[config.mk]
export PLATFORM = sky130hd
export DESIGN_NAME = imem_loader_flat
export DESIGN_NICKNAME = d
export VERILOG_FILES = /design/src/rtl/imem_pkg.sv /design/src/rtl/imem_loader_if.sv /design/src/rtl/imem_loader.sv /design/src/flat_wrapper.sv
export SDC_FILE = /design/constraint.sdc
export NUM_CORES = 1
export LEC_CHECK = 0
export ABC_AREA = 1
export CORE_MARGIN = 2
export CORE_UTILIZATION = 59
export DETAILED_ROUTE_END_ITERATION = 16
export PLACE_DENSITY = 0.95
export REMOVE_ABC_BUFFERS = 1
export SLEW_MARGIN = 20
export SYNTH_ARGS = -nofsm -noshare
export SYNTH_HDL_FRONTEND = slang
export SYNTH_SLANG_ARGS = --single-unit
[constraint.sdc]
create_clock -name clk -period 2.73 [get_ports clk]
set_input_delay 0.546 -clock clk [delete_from_list [all_inputs] [get_ports clk]]
set_output_delay 0.546 -clock clk [all_outputs]
set_load 0.02 [all_outputs]
[src/rtl/imem_pkg.sv]
// Shared definitions for the instruction-memory loader: word geometry and
// the loader state encoding.
package imem_pkg;
  localparam int INSTR_W         = 24;
  localparam int ADDR_W          = 8;
  localparam int BYTES_PER_INSTR = INSTR_W / 8;

  typedef enum logic [2:0] {
    IDLE,
    LEN,
    B0,
    B1,
    B2,
    WRITE,
    DONE
  } loader_state_t;
endpackage

[src/rtl/imem_loader_if.sv]
// Byte-stream handshake and instruction-RAM write port seen by the loader.
interface imem_loader_if;
  import imem_pkg::*;

  logic               byte_valid;
  logic [7:0]         byte_data;
  logic               byte_ready;
  logic               wr_en;
  logic [ADDR_W-1:0]  wr_addr;
  logic [INSTR_W-1:0] wr_data;

  modport master (
    input  byte_valid, byte_data,
    output byte_ready, wr_en, wr_addr, wr_data
  );

  modport slave (
    output byte_valid, byte_data,
    input  byte_ready, wr_en, wr_addr, wr_data
  );
endinterface

[src/rtl/imem_loader.sv]
// Assembles a length-prefixed byte stream into instruction words, writes them
// to RAM from address 0 and holds the CPU until the whole program is written.
module imem_loader
  import imem_pkg::*;
(
  input  logic          clk,
  input  logic          reset,
  input  logic          start,
  imem_loader_if.master bus,
  output logic          cpu_hold,
  output logic          done
);

  loader_state_t      r_state;
  loader_state_t      w_next;
  logic [ADDR_W-1:0]  r_idx;
  logic [ADDR_W-1:0]  r_n;
  logic [ADDR_W-1:0]  r_addr_hold;
  logic [INSTR_W-1:0] r_data_hold;
  logic [7:0]         r_bytes [BYTES_PER_INSTR];
  logic [INSTR_W-1:0] w_word;
  logic [1:0]         w_slot;
  logic               w_ready;
  logic               w_xfer;
  logic               w_last;

  always_comb begin
    w_ready = (r_state == LEN) || (r_state == B0) ||
              (r_state == B1)  || (r_state == B2);
    w_xfer  = w_ready && bus.byte_valid;
    // N wraps: N=0 stands for a full 2**ADDR_W-word program.
    w_last  = (r_idx == ADDR_W'(r_n - 1'b1));
    w_word  = '0;
    for (int k = 0; k < BYTES_PER_INSTR; k++) begin
      w_word[INSTR_W-1-8*k -: 8] = r_bytes[k];
    end
    w_slot = 2'd0;
    case (r_state)
      B1:      w_slot = 2'd1;
      B2:      w_slot = 2'd2;
      default: w_slot = 2'd0;
    endcase
  end

  always_comb begin
    w_next = r_state;
    case (r_state)
      IDLE:    if (start)  w_next = LEN;
      LEN:     if (w_xfer) w_next = B0;
      B0:      if (w_xfer) w_next = B1;
      B1:      if (w_xfer) w_next = B2;
      B2:      if (w_xfer) w_next = WRITE;
      WRITE:   w_next = w_last ? DONE : B0;
      DONE:    if (start)  w_next = LEN;
      default: w_next = IDLE;
    endcase
  end

  always_ff @(posedge clk) begin
    if (reset) begin
      r_state     <= IDLE;
      r_idx       <= '0;
      r_n         <= '0;
      r_addr_hold <= '0;
      r_data_hold <= '0;
    end else begin
      r_state <= w_next;
      if (r_state == LEN && w_xfer) begin
        r_n   <= bus.byte_data;
        r_idx <= '0;
      end
      if (r_state == WRITE) begin
        r_addr_hold <= r_idx;
        r_data_hold <= w_word;
        if (!w_last) r_idx <= r_idx + 1'b1;
      end
    end
  end

  // Byte slots are pure data; the state machine decides when they are used.
  always_ff @(posedge clk) begin
    if (w_xfer && r_state != LEN) r_bytes[w_slot] <= bus.byte_data;
  end

  assign bus.byte_ready = w_ready;
  assign bus.wr_en      = (r_state == WRITE);
  assign bus.wr_addr    = (r_state == WRITE) ? r_idx  : r_addr_hold;
  assign bus.wr_data    = (r_state == WRITE) ? w_word : r_data_hold;
  assign cpu_hold       = (r_state != DONE);
  assign done           = (r_state == DONE);

endmodule
[src/flat_wrapper.sv]
// flat-port wrapper written by rule: the top's interface ports become plain ports
module imem_loader_flat import imem_pkg::*;
  (clk, reset, start, cpu_hold, done, bus_byte_valid, bus_byte_data, bus_byte_ready, bus_wr_en, bus_wr_addr, bus_wr_data);
  imem_loader_if bus_i ();
  input  logic clk;
  input  logic reset;
  input  logic start;
  output logic cpu_hold;
  output logic done;
  input wire logic [$bits(bus_i.byte_valid)-1:0] bus_byte_valid;
  input wire logic [$bits(bus_i.byte_data)-1:0] bus_byte_data;
  output wire logic [$bits(bus_i.byte_ready)-1:0] bus_byte_ready;
  output wire logic [$bits(bus_i.wr_en)-1:0] bus_wr_en;
  output wire logic [$bits(bus_i.wr_addr)-1:0] bus_wr_addr;
  output wire logic [$bits(bus_i.wr_data)-1:0] bus_wr_data;
  assign bus_i.byte_valid = bus_byte_valid;
  assign bus_i.byte_data = bus_byte_data;
  assign bus_byte_ready = bus_i.byte_ready;
  assign bus_wr_en = bus_i.wr_en;
  assign bus_wr_addr = bus_i.wr_addr;
  assign bus_wr_data = bus_i.wr_data;
  imem_loader u_core (.clk(clk), .reset(reset), .start(start), .bus(bus_i), .cpu_hold(cpu_hold), .done(done));
endmodule
Yosys cells after proc, flatten, opt, wreduce, memory -nomap -nowiden:

Memories as Yosys holds them, arrays and structs flattened.
Cells that the tools add are included.

* add/subtract/negate cells: 2
* equality and inequality tests: 14
* reduce and logical (&&, ||, !) cells: 9
* multiplexer cells: 15

Operators by type and width (number)
* two-way mux 8 bit: 4
* two-way mux 24 bit: 1
* two-way mux 3 bit: 6
* case mux 3 bit (6 select lines): 1
* inequality test 2 x 1 -> 1 bit, second input constant: 5
* equality test 3 bit, second input constant: 3
* adder 8 x 1 -> 8 bit, second input constant: 1
* equality test 8 bit: 1
* subtractor 8 x 1 -> 8 bit, second input constant: 1
* equality test 3 x 2 -> 1 bit, second input constant: 2
* AND reduction 5 bit: 1
* case mux 2 bit (2 select lines): 1
* equality test 3 x 1 -> 1 bit, second input constant: 1
* logical AND 1 bit: 3
* zero test 3 bit: 1
* logical OR 1 bit: 3
* inequality test 3 x 1 -> 1 bit, second input constant: 1
* inequality test 3 bit, second input constant: 1
* two-way mux 1 bit: 2
* OR reduction 2 bit: 1

* register bits: 51
* word-level logic and storage cells: 46
* input bits: 12
* memories: 1
* RAM bits: 24

Memory list
* u_core.r_bytes: depth 3, bits a word 8, read ports 3, clocked after memory_dff 0, wr ports 1, line imem_loader.sv:20 `logic [7:0] r_bytes [BYTES_PER_INSTR];`

Depth between registers and ports, before layout:

Gate-level depths: netlist of the first run.

* depth after elaboration: 9
* depth in mapped cells: 14
* depth with buffers taken out: 14

Worst setup path after synthesis of the first run:

Ideal clock, no wire load.

* path kind: register to output
* from: register u_core.r_state[0]
* to: output port bus_wr_data[14]
* required time: 2184 ps
* slack: 788 ps
* arrival time: 1396 ps
* cell stages (with the launch flop): 9
* cells stage by stage: dfxtp_1 inv_2 nor2_2 inv_2 nor2_4 buf_4 or2_2 inv_1 a21oi_1

* longest elaborated chain between the ends: 2

RTL lines
* start: declaration: line imem_loader.sv:14 `loader_state_t r_state;`
* start signal: assignment: line imem_loader.sv:67 `r_state <= w_next;`
* equality test 3 bit: line imem_loader.sv:88 `assign bus.wr_data = (r_state == WRITE) ? w_word : r_data_hold;`
* two-way mux 24 bit: line imem_loader.sv:88
* end: declaration: line flat_wrapper.sv:15 `output wire logic [$bits(bus_i.wr_data)-1:0] bus_wr_data;`

Every way passes these cells.

Final worst setup path of the first run:

* from: register u_core.r_state[0]
* to: output port bus_wr_data[2]

The elaborated chain is that of the path after synthesis.

==> run summary, run 1 <==
* 2.01 nW — LEAKAGE
* 0 — initial antenna violation count
* 2.10 ns — data arrival time of the worst path
* 36.4% — sequential power share
* 82.4 µm — die height
* 25 — crit path max fanout
* reg -> reg — min-delay worst type
* 8080 µm — aggregate routed wire length
* 14 — worst reg-to-reg path cell count
* 48.0% — fraction of the yosys area taken by sequential cells
* 0.43 ns — delay of the slowest critical-path stage
* 28 — Placement Rows
* 61.3% — starting density of the core
* inv_2 > nor2_2 > inv_2 > nor2_4 > buf_12 > or2_2 > inv_1 > a21oi_1 > dlygate4sd2_1 — worst path cell trace
* 906 nW/µm² — power per unit of standard cell area
* 5150 µm — sum of net half-perimeters after detailed placement
* 24 — Post-synth EDFFs
* 2 — maximum buffer depth of the clock tree
* 0.00247 W — internal power component
* 82.4 µm — floorplan die width
* 20.7% — fraction of layout cells with a size suffix above 1
* 0 — final count of pins violating max slew
* 14.5 µm — post-detailed-route wirelength per cell
* 0.935 — routability-driven placement congestion ratio
* 0 — number of antenna cells inserted
* 0 — hold violation count in the final report
* 2958 — Vias
* sky130_fd_sc_hd__dfxtp_1 — cell with the largest stage delay on the worst path
* 75 — CTS sink count
* built — clock tree from TritonCTS
* 0 — Setup-failing EPs final
* 424 — final-layout fill cell count
* 3 — number of levels the H-tree was split into
* sky130_fd_sc_hd__inv_1 — most frequent standard cell in the layout excluding fill and tap cells
* 48 — number of placed I/O pins
* 4 — detailed-routing iteration count for the pre-antenna-repair pass
* 6790 µm² — DIE AREA
* register — kind of launch point of the worst setup path
* 0.00149 W — net switching power
* 5920 µm² — Core Footprint
* 29 — Synth cell types
* reg -> out — Setup CP Type
* 179 — drt first-iter violations
* 402 µm — DR WL met3
* 37.7% — switching portion of total power
* 20.7% — Area growth, synth to finish
* u_core.r_state[0] — Critical Path Source
* 40.0% — Logic pwr share
* 0 — count of max-cap constraint violations
* met4 — highest layer used for signal routing
* 3630 µm² — cell area after synthesis
* u_core.r_idx[3] — Critical R2R Capture
* 0.473 ns — Post-Route Hold Slack
* 97.0% — share of the cycle needed by the critical path after routing
* 0.495 ns — transition at the pin with the smallest max-transition slack
* 47 — pin count of the biggest net entering global routing
* 0 — number of warnings printed during yosys synthesis
* 5.30 — per-cell via count in the routed design
* 23.6% — part of the power in the clock network
* 67.0% — worst slew margin relative to its limit
* 0.07 ns — clock-pin slew on the worst setup and hold paths
* 378 MHz — highest clock frequency the design can meet
* sky130_fd_sc_hd__clkbuf_8 — clock root buffer master
* 0 — remaining routing DRC violations
* sky130_fd_sc_hd__inv_1 (80), sky130_fd_sc_hd__nand2_1 (54), sky130_fd_sc_hd__dfxtp_1 (51) — most frequent cells in the layout
* 0.00396 W — total chip power
* 0.35 ns — source-to-sink clock delay at the later pin of the worst-skew pair
* 8.47 µm² — mean instance size in the synthesized netlist
* 25.0% — overall global routing resource usage
* 2746 — vias in the first global route
* sky130_fd_sc_hd__inv_2 — most frequent CP cell
* u_core.r_n[0] — origin of the critical flop-to-flop path
* 0.00601 ns — post-route clock skew
* 0.85 ns — register-to-register setup slack
* bus_wr_data[2] — Worst setup endpoint
* 2.65 ns — min Tclk post-route
* completed — outcome
* 0 — overflow left after global routing
* 9 — number of buffers inserted during clock tree synthesis
* 0% — Post-synth ARST share
* 2 — hold path depth
* 0.000607 V — maximum VDD drop
* 493 — final-stage net count
* 47 — number of port buffers
* 2.18 ns — required time at the endpoint of the critical path
* output port — endpoint class of the critical path
* 428 — count of mapped cells out of synthesis
* 3290 µm — Metal-1 WL
* 12600 µm — wire length of the first global-routing pass
* 4270 µm — met2 WL post-DR
* 0 — post-route ant nets
* 75 — Synth Register Bits
* sky130_fd_sc_hd__dfxtp_1 — ys flop type
how the worst min path moves through the flow:
| stage | endpoint | from | slack [ns] |
|---|---|---|---|
| after floorplan | u_core.r_addr_hold[0] | u_core.r_addr_hold[0] | 0.44 |
| after global placement | u_core.r_addr_hold[0] | u_core.r_addr_hold[0] | 0.46 |
| after detailed placement | u_core.r_addr_hold[0] | u_core.r_addr_hold[0] | 0.46 |
| after CTS | u_core.r_addr_hold[0] | u_core.r_addr_hold[0] | 0.47 |
| after global routing | u_core.r_addr_hold[0] | u_core.r_addr_hold[0] | 0.49 |
| final | u_core.r_addr_hold[7] | u_core.r_addr_hold[7] | 0.47 |
repair_timing:
| item | 4_1_cts | 5_1_grt |
|---|---|---|
| pin swaps | 0 | 1 |
| resized for setup | 33 | 16 |
| setup buffers | 0 | 1 |
| endpoints found under the setup margin | 32 | 16 |
| hold buffers | 0 | 0 |
| cloned | 1 | 1 |
worst max-delay path: cells and delay by family (launching register included):
kind | cells | cell delay [ns]
buf+inv | 5 | 0.74
simple gates | 3 | 0.45
flops | 1 | 0.43
compound gates | 1 | 0.13
routing by layer:
| metal | global-route usage [%] | vias up |
|---|---|---|
| li1 | - | 1466 |
| met1 | 29.5 | 1392 |
| met2 | 43.9 | 88 |
| met3 | 6.41 | 12 |
| met4 | 8.67 | 0 |
| met5 | 0 | - |
metrics by stage:
stage | setup TNS [ns] | area [µm²] | util [%] | cells | setup WS (ns)
floorplan | -7.86 | 3500 | - | 410 | -0.258
global route | -0.00477 | 4380 | 73.9 | 558 | -0.00477
global placement | 0 | 4150 | 70.2 | 540 | 0.257
finish | 0 | 4380 | 73.9 | 558 | 0.0831
detailed placement | 0 | 4150 | 70.2 | 540 | 0.161
CTS | 0 | 4360 | 73.7 | 556 | 0.00953
Yosys cell counts (3+ instances only):
cell	n	area (µm²)
sky130_fd_sc_hd__a211oi_1	13	97.6
sky130_fd_sc_hd__a211oi_2	18	225
sky130_fd_sc_hd__a21oi_1	45	225
sky130_fd_sc_hd__buf_4	6	45.0
sky130_fd_sc_hd__buf_6	4	45.0
sky130_fd_sc_hd__clkbuf_1	6	22.5
sky130_fd_sc_hd__dfxtp_1	51	1020
sky130_fd_sc_hd__edfxtp_1	24	721
sky130_fd_sc_hd__inv_1	80	300
sky130_fd_sc_hd__inv_2	6	22.5
sky130_fd_sc_hd__nand2_1	54	203
sky130_fd_sc_hd__nand2_2	4	25.0
sky130_fd_sc_hd__nand3_1	14	70.1
sky130_fd_sc_hd__nor2_1	33	124
sky130_fd_sc_hd__nor2_2	3	18.8
sky130_fd_sc_hd__nor2_4	3	33.8
sky130_fd_sc_hd__o21ai_0	13	65.1
sky130_fd_sc_hd__or2_2	31	194
sky130_fd_sc_hd__xor2_1	6	52.6
cell families (layout without fill, tap and decap cells):
family	Yosys count	count (layout)	share of synthesized area (%)
buffers and inverters	104	159	12.3
and+or+nand+nor	147	147	19.7
xor gates and xnor gates	7	7	1.69
AOI/OAI and AO/OA	93	93	17.6
DFF	75	75	48.0
adders and majority gates	2	2	0.690
area by class of cell:
| class | count | area (µm²) | area share (%) |
|---|---|---|---|
| multi-input combinational | 249 | 1440 | 32.9 |
| clock buffer | 10 | 138 | 3.14 |
| clock inverter | 5 | 77.6 | 1.77 |
| timing repair buffer | 58 | 564 | 12.9 |
| sequential | 75 | 1740 | 39.8 |
| tap | 75 | 93.8 | 2.14 |
| inverter | 86 | 323 | 7.37 |
state kept, by name, summed over array words and instances, names as in the netlist:
name                flops
u_core.r_addr_hold      8
u_core.r_bytes         24
u_core.r_data_hold     24
u_core.r_idx            8
u_core.r_n              8
u_core.r_state          3
power groups by stage:
stage	registers [W]	clock network, W	logic, W
floorplan	0.00143	0	0.00109
global placement	0.00145	0	0.00156
detailed placement	0.00146	0	0.00162
CTS	0.00144	0.000950	0.00157
global route	0.00146	0.000994	0.00175
finish	0.00144	0.000936	0.00159
(Power assumes the default switching activity.)
==> run 2, diff against run 1 <==
--- a/config.mk
+++ b/config.mk
@@ -6,6 +6,7 @@
 export NUM_CORES = 1
 export LEC_CHECK = 0
 export ABC_AREA = 1
+export CAP_MARGIN = 20
 export CORE_MARGIN = 2
 export CORE_UTILIZATION = 59
 export DETAILED_ROUTE_END_ITERATION = 16
==> results of run 2 <==
The final DEF is identical to that of run 1; final timing and power are the same.
